## src/rtl/half_adder_tester.sv

```systemverilog
// rtl/half_adder_tester.sv - button-started self-test initiator for a half-adder
module half_adder_tester #(
  parameter int DEBOUNCE_CYCLES = 1000000,
  parameter int SETTLE_CYCLES   = 4
) (
  input  logic       clk,
  input  logic       rst,
  input  logic       btn_start,
  input  logic       dut_s,
  input  logic       dut_carry,
  output logic       dut_a,
  output logic       dut_b,
  output logic       busy,
  output logic       done,
  output logic       pass,
  output logic       fail,
  output logic [2:0] err_count,
  output logic [3:0] fail_mask
);

  localparam int DW = (DEBOUNCE_CYCLES > 1) ? $clog2(DEBOUNCE_CYCLES) : 1;
  localparam int SW = (SETTLE_CYCLES > 1) ? $clog2(SETTLE_CYCLES) : 1;
  localparam logic [DW-1:0] DEB_LAST    = DW'(DEBOUNCE_CYCLES - 1);
  localparam logic [SW-1:0] SETTLE_LOAD = SW'(SETTLE_CYCLES - 1);

  typedef enum logic [2:0] {IDLE, APPLY, SETTLE, CHECK, DONE} state_t;

  logic          sync1, sync2, deb_level, deb_prev;
  logic [DW-1:0] deb_cnt;
  logic          start_pulse;

  state_t        state, state_next;
  logic [1:0]    idx, idx_next;
  logic [SW-1:0] settle_cnt, settle_next;
  logic [2:0]    err_next;
  logic [3:0]    mask_next;
  logic          mismatch;

  // Synchronize the raw button and accept a new level only after it has been stable long enough
  always_ff @(posedge clk) begin
    if (rst) begin
      sync1     <= 1'b0;
      sync2     <= 1'b0;
      deb_level <= 1'b0;
      deb_prev  <= 1'b0;
      deb_cnt   <= '0;
    end else begin
      sync1    <= btn_start;
      sync2    <= sync1;
      deb_prev <= deb_level;
      if (sync2 != deb_level) begin
        if (deb_cnt == DEB_LAST) begin
          deb_level <= sync2;
          deb_cnt   <= '0;
        end else begin
          deb_cnt <= deb_cnt + DW'(1);
        end
      end else begin
        deb_cnt <= '0;
      end
    end
  end

  assign start_pulse = deb_level & ~deb_prev;

  // A vector fails if either the sum or the carry disagrees with the truth table
  assign mismatch = (dut_s != (idx[0] ^ idx[1])) || (dut_carry != (idx[0] & idx[1]));

  // Test sequencer state and result registers
  always_ff @(posedge clk) begin
    if (rst) begin
      state      <= IDLE;
      idx        <= 2'd0;
      settle_cnt <= '0;
      err_count  <= 3'd0;
      fail_mask  <= 4'd0;
    end else begin
      state      <= state_next;
      idx        <= idx_next;
      settle_cnt <= settle_next;
      err_count  <= err_next;
      fail_mask  <= mask_next;
    end
  end

  // Next-state logic: walk the four vectors, sampling the adder only in CHECK
  always_comb begin
    state_next  = state;
    idx_next    = idx;
    settle_next = settle_cnt;
    err_next    = err_count;
    mask_next   = fail_mask;
    case (state)
      IDLE, DONE: begin
        if (start_pulse) begin
          state_next = APPLY;
          idx_next   = 2'd0;
          err_next   = 3'd0;
          mask_next  = 4'd0;
        end
      end
      APPLY: begin
        settle_next = SETTLE_LOAD;
        state_next  = SETTLE;
      end
      SETTLE: begin
        if (settle_cnt == '0) begin
          state_next = CHECK;
        end else begin
          settle_next = settle_cnt - SW'(1);
        end
      end
      CHECK: begin
        if (mismatch) begin
          err_next  = err_count + 3'd1;
          mask_next = fail_mask | (4'b0001 << idx);
        end
        if (idx == 2'd3) begin
          state_next = DONE;
        end else begin
          idx_next   = idx + 2'd1;
          state_next = APPLY;
        end
      end
      default: state_next = IDLE;
    endcase
  end

  assign busy  = (state == APPLY) || (state == SETTLE) || (state == CHECK);
  assign dut_a = busy & idx[0];
  assign dut_b = busy & idx[1];
  assign done  = (state == DONE);
  assign pass  = done & (err_count == 3'd0);
  assign fail  = done & (err_count != 3'd0);

endmodule

```

## config.mk

```make
export PLATFORM = sky130hd
export DESIGN_NAME = half_adder_tester
export DESIGN_NICKNAME = d
export VERILOG_FILES = /design/src/rtl/half_adder_tester.sv
export SDC_FILE = /design/constraint.sdc
export NUM_CORES = 1
export LEC_CHECK = 0
export BUFFER_PORTS_ARGS = -buffer_cell sky130_fd_sc_hd__clkbuf_2
export CAP_MARGIN = 20
export CORE_MARGIN = 2
export CORE_UTILIZATION = 52
export CTS_CLUSTER_SIZE = 24
export DETAILED_ROUTE_END_ITERATION = 8
export PLACE_DENSITY = 0.72
export SETUP_SLACK_MARGIN = 0.05
export SYNTH_ARGS = -nofsm -noshare
export SYNTH_HDL_FRONTEND = slang
export SYNTH_SLANG_ARGS = --single-unit
```

## constraint.sdc

```tcl
create_clock -name clk -period 1.72 [get_ports clk]
set_input_delay 0.43 -clock clk [delete_from_list [all_inputs] [get_ports clk]]
set_output_delay 0.43 -clock clk [all_outputs]
set_load 0.005 [all_outputs]
```

==> impl_metrics.tcl <==
set metrics [dict create \
    synth_area_sq_mm 0.00183 \
    synth_ff_type "dfxtp_1" \
    synth_nets 223 \
    clk_pin_slew_ns 0.11 \
    critPathCaptureType "output port" \
    synth_edf_count 0 \
    start_kind "flip-flop" \
    place_congestion 0.839 \
    irDropWorstVdd_mv 0.330 \
    wl_per_cell_um 13.0 \
    dieArea_sq_mm 0.00401 \
    grt_max_degree 14 \
    clock_skew_ns 0.00574 \
    synth.avg_cell_area_sq_um 8.70 \
    fin_crit_sh 0.964 \
    cts_tree "done" \
    fin_ws_ns 0.0618 \
    grt_pass1_wl_mm 6.35 \
    p_leak_uw 0.000829 \
    diodes 0 \
    synth_top_area_frac 0.416 \
    hold_start "btn_start" \
    dieWidth_um 63.3 \
    routed-via-count 1617 \
    seq_area_frac_synth 0.416 \
    drtAntennaViolNets 0 \
    track_usage 0.200 \
    cts-root-buf "clkbuf_4" \
    min_period_ns 1.66 \
    clock-sinks 38 \
    maxCapViolCount 0 \
    clockBufferDepth 2 \
    synthMostInstantiatedCell "dfxtp_1" \
    die_h_um 63.3 \
    area_growth_pct 22.1 \
    io_buffer_count 17 \
    overflow 0 \
    fin_nets 260 \
    synth_cell_type_count 47 \
    netlist.top_cell.by_area "dfxtp_1" \
    finalSetupViolCount 0 \
    start_util 0.544 \
    layout-drive-gt1-share 0.294 \
    tns_ns 0 \
    r2r_start "idx[0]$_SDFFE_PP0P_" \
    crit_type "flip-flop to output port" \
    syn_inst 210 \
    ios 18 \
    maxSlewHeadroom 0.811 \
    critPathRequiredTime_ns 1.29 \
    slew_viol_final 0 \
    yosysWarnings 0 \
    critPathMaxFanout 2 \
    async_flop_share 0 \
    power_density_mw_per_mm2 674 \
    drt_iter0_markers 52 \
    rsz0062_at_grt "true" \
    ys_ff_latch 38 \
    cts-buffers-inserted 5 \
    antenna_found_initial 0 \
    via_per_inst 5.50 \
    grt_pass1_vias 1448 \
    hold_viol_final 0 \
    outcome "finished clean" \
    cts_htree_levels 2 \
    dp_hpwl_mm 2.67 \
    p_total_uw 1510 \
    synth_common_cells "dfxtp_1, nor2_1, a21oi_1, inv_1" \
    hold_path_class "input port to flip-flop" \
    worstMarginPinSlew_ns 0.282 \
    dp_worst_setup_slack_ns 0.00350 \
    cp_data_arrival_time_ns 1.23 \
    crit_start "state[0]$_SDFFE_PP0P_" \
    max_freq_ghz 0.603 \
    yosys-top-cells-area "dfxtp_1, nor2_1, ha_1" \
    drc 0 \
    clock_latency_ns 0.35 \
    routed_wl_mm 3.82 \
    dr.pass1.iters 4 \
    row_count 21 \
    nFillCells 307 \
    core_area_sq_mm 0.00336 \
]
-- stage by stage --
step                      cell area, sq um  std cells  hold slack [ns]   util
after floorplan                       1830        210            0.414      -
after global placement                2040        281            0.418  0.608
after detailed placement              2040        281            0.430  0.608
after CTS                             2180        292            0.274  0.649
after global routing                  2230        294            0.292  0.664
final                                 2230        294            0.283  0.664
-- flip-flops by register name, summed over array words and instances, names as in the netlist --
signal      flops
state           3
fail_mask       4
sync1           1
settle_cnt      2
sync2           1
idx             2
deb_level       1
deb_prev        1
err_count       3
deb_cnt        20
-- logic make-up (layout without fill, tap and decap cells) --
| logic type | after synthesis | in the layout | synth area share |
|---|---|---|---|
| buffers and inverters | 18 | 56 | 0.0452 |
| DFF | 38 | 38 | 0.416 |
| adders and majority gates | 8 | 8 | 0.0548 |
| AOI/OAI and AO/OA | 39 | 39 | 0.132 |
| xor gates and xnor gates | 15 | 15 | 0.0719 |
| muxes | 2 | 2 | 0.0116 |
| and+or+nand+nor | 90 | 90 | 0.268 |
-- final timing paths --
kind,to,depth (start not counted),slack [ns]
max,pass,5,0.06
min,sync1$_SDFF_PP0_,2,0.28
max reg2reg,fail_mask[3]$_SDFFE_PP0P_,6,0.12
min reg2reg,sync2$_SDFF_PP0_,1,0.45
-- layout make-up --
type	instances	area (sq um)	share of cell area
well taps	46	57.6	0.0258
clock inverters	1	30.0	0.0135
repair buffers	37	235	0.105
inverters	11	41.3	0.0185
clock buffers	7	45.0	0.0202
flip-flops and latches	38	782	0.350
multi-input cells	154	1040	0.466
-- power breakdown --
group	switching [uW]	leakage (uW)	internal (uW)
logic	18.7	0.000477	12.9
clock network	287	0.0000395	308
registers	1.52	0.000313	877
total	307	0.000829	1200
-- critical path: stages, from the launching register on --
cell      delay [ns]
dfxtp_4         0.37
nor2_4          0.12
nand2_2         0.08
inv_2           0.06
and3_1          0.15
clkbuf_2        0.11
-- layer usage --
layer,track usage,vias to the layer above,part of all wire
li1,-,813,-
met3,0.0589,7,0.039
met5,0,-,0
met2,0.306,28,0.46
met4,0.0815,0,0.016
met1,0.264,769,0.49
-- cell usage in the layout (no fill, tap or decap), types with 2 or more instances in the layout --
| cell type | instances |
|---|---|
| dfxtp_1 | 27 |
| nor2_1 | 26 |
| buf_4 | 20 |
| clkbuf_2 | 15 |
| a21oi_1 | 11 |
| nand3_1 | 9 |
| xor2_1 | 9 |
| inv_1 | 8 |
| o21ai_0 | 8 |
| dfxtp_2 | 8 |
| a31oi_1 | 7 |
| nand2_1 | 7 |
| nor2b_1 | 6 |
| xnor2_1 | 6 |
| ha_1 | 6 |
| nor3_1 | 5 |
| clkbuf_4 | 5 |
| nand4_1 | 4 |
| or4_1 | 4 |
| inv_2 | 3 |
| and3_1 | 3 |
| nor4b_1 | 3 |
| o31ai_1 | 3 |
| or3_1 | 3 |
| dfxtp_4 | 3 |
| nor3_4 | 2 |
| and4_1 | 2 |
| or2_4 | 2 |
| or3_2 | 2 |
| clkbuf_1 | 2 |
| buf_2 | 2 |
-- what timing repair did --
action                     in CTS  in global routing
pin swaps                       1                  4
resized for setup              13                 18
setup endpoints to repair       7                 13
buffers inserted                3                  2
hold buffers                    0                  0
Power figures use the tool's default switching activity.
